**src/rtl/drum_sched_pkg.sv**
```systemverilog
// Shared types and sizing helpers for the round-robin DRUM multiplier scheduler.
package drum_sched_pkg;

    typedef enum logic [1:0] {
        IDLE,
        MUL,
        RESP
    } state_t;

    localparam int OPCNT_W = 16;

    // A single requester still needs a one-bit ID field
    function automatic int id_width(input int nreq);
        return (nreq <= 1) ? 1 : $clog2(nreq);
    endfunction

endpackage

```
**src/rtl/drum_rr_sched_if.sv**
```systemverilog
// Request/response bundle between host-side operand sources and the scheduler.
interface drum_rr_sched_if
    import drum_sched_pkg::*;
#(
    parameter int N    = 8,
    parameter int M    = 8,
    parameter int NREQ = 4,
    parameter int ID_W = id_width(NREQ)
);

    logic [NREQ-1:0]   req_valid;
    logic [NREQ-1:0]   req_ready;
    logic [NREQ*N-1:0] req_a;
    logic [NREQ*M-1:0] req_b;
    logic              rsp_valid;
    logic              rsp_ready;
    logic [ID_W-1:0]   rsp_id;
    logic [N+M-1:0]    rsp_r;

    modport master (
        output req_valid, req_a, req_b, rsp_ready,
        input  req_ready, rsp_valid, rsp_id, rsp_r
    );

    modport slave (
        input  req_valid, req_a, req_b, rsp_ready,
        output req_ready, rsp_valid, rsp_id, rsp_r
    );

endinterface

```
**src/rtl/drum.sv**
```systemverilog
// DRUM approximate multiplier: keep K bits from each operand's leading one,
// force the kept LSB high to unbias, multiply, then shift back.
module drum #(
    parameter int K = 3,
    parameter int N = 8,
    parameter int M = 8
) (
    input  logic [N-1:0]   a,
    input  logic [M-1:0]   b,
    output logic [N+M-1:0] r
);

    logic [N-1:0]   a_abs;
    logic [M-1:0]   b_abs;
    logic [K-1:0]   a_t;
    logic [K-1:0]   b_t;
    logic [2*K-1:0] prod;
    logic [N+M-1:0] mag;
    int             lead_a;
    int             lead_b;
    int             sh_a;
    int             sh_b;

    // Negative operands are one's-complemented, and so is the result
    always_comb begin
        a_abs  = a[N-1] ? ~a : a;
        lead_a = 0;
        for (int i = 0; i < N; i++) begin
            if (a_abs[i]) lead_a = i;
        end
        if (lead_a < K) begin
            sh_a = 0;
            a_t  = a_abs[K-1:0];
        end else begin
            sh_a   = lead_a - K + 1;
            a_t    = K'(a_abs >> sh_a);
            a_t[0] = 1'b1;
        end
    end

    always_comb begin
        b_abs  = b[M-1] ? ~b : b;
        lead_b = 0;
        for (int i = 0; i < M; i++) begin
            if (b_abs[i]) lead_b = i;
        end
        if (lead_b < K) begin
            sh_b = 0;
            b_t  = b_abs[K-1:0];
        end else begin
            sh_b   = lead_b - K + 1;
            b_t    = K'(b_abs >> sh_b);
            b_t[0] = 1'b1;
        end
    end

    assign prod = (2*K)'(a_t) * (2*K)'(b_t);
    assign mag  = (N+M)'(prod) << (sh_a + sh_b);
    assign r    = (a[N-1] ^ b[M-1]) ? ~mag : mag;

endmodule

```
**src/rtl/drum_rr_sched_rr_pick.sv**
```systemverilog
// Round-robin picker: rotate the valid vector to start just past the last
// grant, take the lowest set bit, then rotate the index back.
module rr_pick
    import drum_sched_pkg::*;
#(
    parameter int NREQ = 4,
    parameter int ID_W = id_width(NREQ)
) (
    input  logic [NREQ-1:0] valid,
    input  logic [ID_W-1:0] last_grant,
    output logic [ID_W-1:0] grant,
    output logic            any
);

    logic [ID_W-1:0]   start;
    logic [2*NREQ-1:0] doubled;
    logic [NREQ-1:0]   rotated;
    logic [ID_W-1:0]   offset;
    logic [ID_W:0]     sum;

    assign start   = (last_grant == ID_W'(NREQ-1)) ? '0 : last_grant + ID_W'(1);
    assign doubled = {valid, valid} >> start;
    assign rotated = doubled[NREQ-1:0];
    assign any     = |valid;

    always_comb begin
        offset = '0;
        for (int j = NREQ-1; j >= 0; j--) begin
            if (rotated[j]) offset = ID_W'(j);
        end
    end

    assign sum   = {1'b0, start} + {1'b0, offset};
    assign grant = (sum >= (ID_W+1)'(NREQ)) ? ID_W'(sum - (ID_W+1)'(NREQ)) : sum[ID_W-1:0];

endmodule

```
**src/rtl/drum_rr_sched.sv**
```systemverilog
// Shares one DRUM multiplier among NREQ requesters with round-robin grants
// and a registered valid/ready response carrying the requester ID.
module drum_rr_sched
    import drum_sched_pkg::*;
#(
    parameter int K    = 3,
    parameter int N    = 8,
    parameter int M    = 8,
    parameter int NREQ = 4
) (
    input  logic               clk,
    input  logic               rst_n,
    drum_rr_sched_if.slave     bus,
    output logic               busy,
    output logic [OPCNT_W-1:0] op_count
);

    localparam int ID_W = id_width(NREQ);

    state_t          state;
    logic [ID_W-1:0] last_grant;
    logic [ID_W-1:0] grant;
    logic [ID_W-1:0] id_q;
    logic [ID_W-1:0] rsp_id_q;
    logic            any_valid;
    logic            accept;
    logic [NREQ-1:0] req_ready_d;
    logic [N-1:0]    a_q;
    logic [N-1:0]    a_sel;
    logic [M-1:0]    b_q;
    logic [M-1:0]    b_sel;
    logic [N+M-1:0]  mul_r;
    logic [N+M-1:0]  rsp_r_q;
    logic            rsp_valid_q;

    rr_pick #(.NREQ(NREQ)) u_pick (
        .valid      (bus.req_valid),
        .last_grant (last_grant),
        .grant      (grant),
        .any        (any_valid)
    );

    drum #(.K(K), .N(N), .M(M)) u_drum (
        .a (a_q),
        .b (b_q),
        .r (mul_r)
    );

    assign a_sel = bus.req_a[grant*N +: N];
    assign b_sel = bus.req_b[grant*M +: M];

    // A new grant is possible when idle, or when the pending response drains this cycle
    assign accept = any_valid && ((state == IDLE) || ((state == RESP) && bus.rsp_ready));

    always_comb begin
        req_ready_d = '0;
        if (accept) req_ready_d[grant] = 1'b1;
    end

    assign bus.req_ready = req_ready_d;
    assign bus.rsp_valid = rsp_valid_q;
    assign bus.rsp_id    = rsp_id_q;
    assign bus.rsp_r     = rsp_r_q;
    assign busy          = (state != IDLE);

    always_ff @(posedge clk or negedge rst_n) begin
        if (!rst_n) begin
            state       <= IDLE;
            last_grant  <= ID_W'(NREQ-1);
            a_q         <= '0;
            b_q         <= '0;
            id_q        <= '0;
            rsp_valid_q <= 1'b0;
            rsp_id_q    <= '0;
            rsp_r_q     <= '0;
            op_count    <= '0;
        end else begin
            if (accept) begin
                a_q        <= a_sel;
                b_q        <= b_sel;
                id_q       <= grant;
                last_grant <= grant;
            end
            case (state)
                IDLE: begin
                    if (accept) state <= MUL;
                end
                MUL: begin
                    rsp_r_q     <= mul_r;
                    rsp_id_q    <= id_q;
                    rsp_valid_q <= 1'b1;
                    state       <= RESP;
                end
                RESP: begin
                    if (bus.rsp_ready) begin
                        rsp_valid_q <= 1'b0;
                        if (op_count != '1) op_count <= op_count + OPCNT_W'(1);
                        state <= any_valid ? MUL : IDLE;
                    end
                end
                default: state <= IDLE;
            endcase
        end
    end

endmodule

```
**src/flat_wrapper.sv**
```systemverilog
// flat-port wrapper written by rule: the top's interface ports become plain ports
module drum_rr_sched_flat import drum_sched_pkg::*;
#(
    parameter int K    = 3,
    parameter int N    = 8,
    parameter int M    = 8,
    parameter int NREQ = 4
)
  (clk, rst_n, busy, op_count, bus_req_valid, bus_req_a, bus_req_b, bus_rsp_ready, bus_req_ready, bus_rsp_valid, bus_rsp_id, bus_rsp_r);
  drum_rr_sched_if #(.N(N), .M(M), .NREQ(NREQ)) bus_i ();
  input  logic clk;
  input  logic rst_n;
  output logic busy;
  output logic [OPCNT_W-1:0] op_count;
  input wire logic [$bits(bus_i.req_valid)-1:0] bus_req_valid;
  input wire logic [$bits(bus_i.req_a)-1:0] bus_req_a;
  input wire logic [$bits(bus_i.req_b)-1:0] bus_req_b;
  input wire logic [$bits(bus_i.rsp_ready)-1:0] bus_rsp_ready;
  output wire logic [$bits(bus_i.req_ready)-1:0] bus_req_ready;
  output wire logic [$bits(bus_i.rsp_valid)-1:0] bus_rsp_valid;
  output wire logic [$bits(bus_i.rsp_id)-1:0] bus_rsp_id;
  output wire logic [$bits(bus_i.rsp_r)-1:0] bus_rsp_r;
  assign bus_i.req_valid = bus_req_valid;
  assign bus_i.req_a = bus_req_a;
  assign bus_i.req_b = bus_req_b;
  assign bus_i.rsp_ready = bus_rsp_ready;
  assign bus_req_ready = bus_i.req_ready;
  assign bus_rsp_valid = bus_i.rsp_valid;
  assign bus_rsp_id = bus_i.rsp_id;
  assign bus_rsp_r = bus_i.rsp_r;
  drum_rr_sched #(.K(K), .N(N), .M(M), .NREQ(NREQ)) u_core (.clk(clk), .rst_n(rst_n), .bus(bus_i), .busy(busy), .op_count(op_count));
endmodule
```
**config.mk**
```make
export PLATFORM = sky130hd
export DESIGN_NAME = drum_rr_sched_flat
export DESIGN_NICKNAME = d
export VERILOG_FILES = /design/src/rtl/drum_sched_pkg.sv /design/src/rtl/drum_rr_sched_if.sv /design/src/rtl/drum.sv /design/src/rtl/drum_rr_sched_rr_pick.sv /design/src/rtl/drum_rr_sched.sv /design/src/flat_wrapper.sv
export SDC_FILE = /design/constraint.sdc
export NUM_CORES = 1
export LEC_CHECK = 0
export ABC_AREA = 1
export CORE_ASPECT_RATIO = 1.1
export CORE_MARGIN = 5
export CORE_UTILIZATION = 55
export DETAILED_ROUTE_END_ITERATION = 16
export HOLD_SLACK_MARGIN = 0.15
export PLACE_DENSITY = 0.84
export REMOVE_ABC_BUFFERS = 1
export SLEW_MARGIN = 20
export SYNTH_ARGS = -nofsm -noshare
export SYNTH_HDL_FRONTEND = slang
export SYNTH_SLANG_ARGS = --single-unit
export TNS_END_PERCENT = 100
```
**constraint.sdc**
```tcl
create_clock -name clk -period 13.49 [get_ports clk]
set_input_delay 1.349 -clock clk [delete_from_list [all_inputs] [get_ports clk]]
set_output_delay 1.349 -clock clk [all_outputs]
set_load 0.01 [all_outputs]
```
==> impl_metrics.toml, run 1 <==
[global_route]
track_usage_pct = 24.6
met1_usage_pct = 29.0
global_route.usage.met2_pct = 45.6
antenna_found_initial = 0
grt_pass1_wl_mm = 22.0
grt_max_degree = 58
grt-ovfl-total = 0
grt.met3_usage_pct = 5.29
grt_busiest_layer = "met2"
grt_pass1_vias = 5030

[critical_path]
r2r-end = "u_core.bus.rsp_r[6]$_DFFE_PN0P_"
ff2ff_setup_slack_ps = 8430
path_max_fanout = 19
worstPathRequired_ps = 12140
end_kind = "output port"
arrival_ps = 4270
r2r-start = "u_core.a_q[7]$_DFFE_PN0P_"
r2r_cells = 29
critical_path_class = "in -> out"
start_kind = "input pin"

[detailed_routing]
finalWirelength_mm = 12.6
drt_iter0_drc = 372
wl_per_cell_um = 14.3
drc = 0
antenna_left = 0
drt_first_pass_iters = 5
vias = 4833
vias_per_cell = 5.51

[sta]
worstMarginPinSlew_ps = 757
hold_violations = 0
setup_viol = 0
rsz0062_at_grt = "false"
skew_ps = 13.2
post-route-min-period_ps = 5620
worst_slack_ps = 7870
maxSlewHeadroom_pct = 49.3
period_share_pct = 41.7
tns_ps = 0
final_max_slew_viol_count = 0
max_freq_ghz = 0.178

[clock_network]
cts_tree = "done"
cts_root_buf = "clkbuf_8"
cts-buffers-inserted = 9
clk_latency_ps = 340
clk_path_buf_depth = 2
cts_num_sinks = 57
htree_levels = 3
post_cts_buffers = 0
cts_resized = 0
clk_pin_slew_ps = 70
postCtsHoldBufs = 0

[layout]
finalNetCount = 865
syn2layout_area_growth_pct = 29.4
fin_util_pct = 73.5
final_cells = 877
insertedDiodeCount = 0
drive_gt1_share_pct = 6.92

[placement]
port-buffer-count = 110
hpwl_mm = 9.74
post-place-ws_ps = 7950
routabilityCongestion = 0.901
dp.cells = 861

[floorplanning]
die_width_um = 99.1
die-area_mm2 = 0.0107
core_mm2 = 0.00845
die_h_um = 108
initial_utilization_pct = 56.8
num_rows = 35
io_pins = 111

[synthesis]
synthDistinctLibCells = 43
synth-seq-cells = 57
synth-seq-area-share_pct = 29.8
syn_inst = 655
syn_area_per_cell_um2 = 7.33
synth_async_sr_flop_share_pct = 100
synth_area_mm2 = 0.00480
ys_warn_count = 0
synth-edff-count = 0
synthFlopType = "dfrtp_1"

[hold_path]
min_from = "u_core.last_grant[1]$_DFFE_PN1P_"
min_to = "u_core.last_grant[1]$_DFFE_PN1P_"
min_path_type = "reg -> reg"
min_path_cells = 2

[outcome]
status = "finished clean"

[flow_run]
cap_violations = 0
==> stage by stage <==
stage / hold slack (ps) / area [um2]
4_1_cts: 486 / 6210
6_report: 484 / 6210
3_3_place_gp: 464 / 5960
2_1_floorplan: 450 / 4700
5_1_grt: 498 / 6210
3_5_place_dp: 466 / 5960
==> cell usage after synthesis (2+ instances only) <==
cell        n  area share [%]
buf_2       4            0.42
inv_1      73             5.7
nand3_2     2            0.42
clkinv_1    3            0.23
nand4_1    15             2.0
fa_1        3             1.3
xnor2_1    12             2.2
nand3_1    59             6.2
nand2_4     5             1.2
dfstp_2     2             1.1
nand2_1   190              15
a31oi_1     3            0.39
o21ai_0    26             2.7
buf_6       3            0.70
mux2i_1    33             6.9
o22ai_1     2            0.26
dfrtp_1    55              29
nor2_2      3            0.39
xor2_1     13             2.4
xnor2_2     2            0.68
nor3_1      5            0.52
nand2_2     8             1.0
clkbuf_1    9            0.70
or2_2       5            0.65
a21oi_1    19             2.0
nor2_1     36             2.8
o221ai_1   16             2.9
nor4_1      5            0.65
ha_1       30             7.8
==> flip-flops by register name (all words and copies together), names as in the netlist <==
name,count
u_core.bus.rsp_r,16
u_core.op_count,16
u_core.a_q,8
u_core.b_q,8
u_core.bus.rsp_id,2
u_core.id_q,2
u_core.last_grant,2
u_core.state,2
u_core.bus.rsp_valid,1
==> worst max-delay path by stage <==
stage,slack [ps],endpoint,cells after the start,start
3_3_place_gp,8070,bus_req_ready[0],12,bus_rsp_ready
3_5_place_dp,7950,bus_req_ready[2],12,bus_rsp_ready
2_1_floorplan,8740,bus_req_ready[0],10,bus_req_valid[3]
4_1_cts,7840,bus_req_ready[0],12,bus_rsp_ready
6_report,7870,bus_req_ready[0],12,bus_rsp_ready
5_1_grt,7500,bus_req_ready[2],12,bus_rsp_ready
==> cell usage in the layout (no fill, tap or decap), types with 9 or more instances in the layout <==
cell type	instances
clkdlybuf4s50_1	109
inv_1	73
xnor2_1	12
o21ai_0	26
o221ai_1	16
clkbuf_8	9
nand2_1	190
a21oi_1	19
nor2_1	35
mux2i_1	33
dfrtp_1	55
nand3_1	59
nand4_1	15
ha_1	30
xor2_1	13
==> kinds of logic (layout without fill, tap and decap cells) <==
family	count (synthesis)	after routing	share of synthesized area (%)
AO/OA/AOI/OAI	74	74	9.72
buffers and inverters	95	206	8.08
flip-flops	57	57	29.8
AND/OR/NAND/NOR	336	336	31.2
multiplexers	33	33	6.88
adder cells (fa/ha/maj)	33	33	9.07
XOR/XNOR	27	27	5.24
==> layer usage <==
| metal | wire, um | vias up |
|---|---|---|
| li1 | - | 2389 |
| met3 | 759 | 15 |
| met4 | 143 | 0 |
| met5 | 0 | - |
| met2 | 6540 | 134 |
| met1 | 5120 | 2295 |
==> critical path, cell delays in order <==
cell and delay, ps:
clkdlybuf4s50_1 470, inv_1 50, nor2_1 180, inv_1 90, nand2_1 60, inv_1 40
nor2_1 360, clkinv_1 560, nor2_1 340, inv_1 90, nor2_1 120, clkdlybuf4s50_1 560
==> area by class of cell <==
| type | count | area (um2) |
|---|---|---|
| Multi-Input combinational cell | 503 | 2990 |
| Fill cell | 652 | 2240 |
| Sequential cell | 57 | 1430 |
| Timing Repair Buffer | 113 | 1120 |
| Inverter | 77 | 289 |
| Tap cell | 111 | 139 |
| Clock inverter | 7 | 128 |
| Clock buffer | 9 | 124 |
Power of run 1 is not shown: default switching activity piles up to over one toggle a cycle in this logic, so the estimate is an artifact.
==> inputs of run 2 (changes only) <==
Settings changed: CORE_UTILIZATION 55 to 51, PLACE_DENSITY 0.84 to 0.78.
Clock period 13.49 ns to 5.3 ns, I/O delays scaled along.
==> run 2 against run 1 <==
Effect of this change: global-route usage down 2.2 points; register-to-register slack lost 7900 ps; non-clock buffer count rose by 3; sequential share of layout area fell by 0.25 points; first-iteration DRC count decreased by 30%; via count fell by 0.77%; utilization shrank 5.5 points; clock skew shrank 2.1 ps; final cell count is 1.0% higher; die area rose by 7.1%; flip-flop and latch count unchanged; count of clock-buffer cells in the layout did not move; critical endpoint is now u_core.bus.rsp_r[15]$_DFFE_PN0P_.
==> impl_metrics.toml, run 2 (synthesis gave the netlist of run 1 again) <==
[sta]
worst_slack_ps = 484
final_max_slew_viol_count = 0
post-route-min-period_ps = 4820
rsz0062_at_grt = "false"
maxSlewHeadroom_pct = 51.6
hold_violations = 0
setup_viol = 0
max_freq_ghz = 0.208
period_share_pct = 90.9
tns_ps = 0
worstMarginPinSlew_ps = 727
skew_ps = 11.0

[critical_path]
end_kind = "flip-flop"
path_max_fanout = 10
slowest_delay_ps = 510
critical_path_class = "reg -> reg"
worst_path_max_delay_cell = "dfrtp_2"
worstPathRequired_ps = 5590
arrival_ps = 5100
start_kind = "flip-flop"
crit_top_cell = "nand2_1"

[placement]
routabilityCongestion = 0.890
hpwl_mm = 9.36
port-buffer-count = 110
post-place-ws_ps = 346
dp.cells = 868

[global_route]
antenna_found_initial = 0
track_usage_pct = 22.4
grt_pass1_vias = 4708
grt_max_degree = 58
grt_pass1_wl_mm = 21.1
grt-ovfl-total = 0

[flow_run]
cap_violations = 0

[outcome]
status = "finished clean"

[detailed_routing]
wl_per_cell_um = 14.0
drt_iter0_drc = 261
antenna_left = 0
vias_per_cell = 5.41
vias = 4796
finalWirelength_mm = 12.4
drc = 0
drt_first_pass_iters = 5

[floorplanning]
initial_utilization_pct = 51.8
io_pins = 111
num_rows = 37
core_mm2 = 0.00926
die-area_mm2 = 0.0115
die_h_um = 112
die_width_um = 102

[layout]
seq_area_mm2 = 0.00143
mostFrequentLayoutCells = "190 x nand2_1, 109 x clkdlybuf4s50_1, 72 x inv_1"
syn2layout_area_growth_pct = 31.1
multi_input_area_mm2 = 0.00303
layout_commonest_cell = "nand2_1"
insertedDiodeCount = 0
final_cells = 886
fillers = 767
drive_gt1_share_pct = 8.45
finalNetCount = 868

[clock_network]
clk_path_buf_depth = 2
htree_levels = 3
cts_num_sinks = 57
cts_root_buf = "clkbuf_8"
clk_latency_ps = 340
cts-buffers-inserted = 9
clk_pin_slew_ps = 80
cts_tree = "done"

[hold_path]
min_path_type = "in -> async"
-- run 2: changes by cell type in the layout (fill, tap and decap cells not counted) --
| cell | before | now |
|---|---|---|
| xnor2_2 | 2 | 6 |
| a31oi_1 | 3 | 2 |
| dfrtp_1 | 55 | 53 |
| xor2_1 | 13 | 12 |
| xnor2_1 | 12 | 8 |
| xor2_2 | 0 | 1 |
| inv_1 | 73 | 72 |
| a31oi_2 | 0 | 1 |
| clkinvlp_4 | 0 | 1 |
| dfrtp_2 | 0 | 2 |
| buf_4 | 3 | 6 |
-- run 2: path summary, 6_finish.rpt --
kind / slack, ps / depth (start not counted) / to / start
max: 480 / 28 / u_core.bus.rsp_r[15]$_DFFE_PN0P_ / u_core.a_q[7]$_DFFE_PN0P_
min: 320 / 2 / u_core.bus.rsp_r[8]$_DFFE_PN0P_ / rst_n
max reg2reg: 480 / 28 / u_core.bus.rsp_r[15]$_DFFE_PN0P_ / u_core.a_q[7]$_DFFE_PN0P_
min reg2reg: 490 / 2 / u_core.bus.rsp_r[12]$_DFFE_PN0P_ / u_core.bus.rsp_r[12]$_DFFE_PN0P_
max in group asynchronous: 4440 / 2 / u_core.a_q[7]$_DFFE_PN0P_ / rst_n
min in group clk: 490 / 2 / u_core.bus.rsp_r[12]$_DFFE_PN0P_ / u_core.bus.rsp_r[12]$_DFFE_PN0P_
-- run 2: cell type report --
cell class	instances	area share, %
clock buffers	9	1.97
clock inverters	7	2.03
inverters	77	4.65
multi-input cells	503	48.1
flip-flops and latches	57	22.7
well taps	117	2.33
repair buffers	116	18.1
-- run 2: per-stage QoR --
stage               util (%)  instance area (um2)  hold WS, ps
finish                  68.0                 6290          315
detailed placement      64.5                 5970          464
floorplan                  -                 4700          234
global route            68.0                 6290          389
global placement        64.5                 5970          457
CTS                     67.2                 6220          329
-- run 2: timing repair --
item | 4_1_cts | 5_1_grt
endpoints found under the setup margin | 0 | 16
hold buffers | 0 | 0
resized for setup | 0 | 9
setup buffers | 0 | 2
-- run 2: metal layers --
metal / GRT usage (%) / vias up / wire, um
li1: - / 2393 / -
met1: 29.1 / 2251 / 5400
met2: 37.8 / 138 / 6200
met3: 4.89 / 14 / 682
met4: 5.34 / 0 / 150
met5: 0 / - / 0
-- run 2: worst max-delay path: cells and delay by family, from the launching register on --
family / cells / cell delay (ps)
buf+inv: 4 / 320
fa+ha+maj: 4 / 1320
compound gates: 2 / 410
xor+xnor: 2 / 440
mux: 1 / 220
flops: 1 / 510
simple gates: 15 / 1530
Power of run 2 is left out for the same reason.
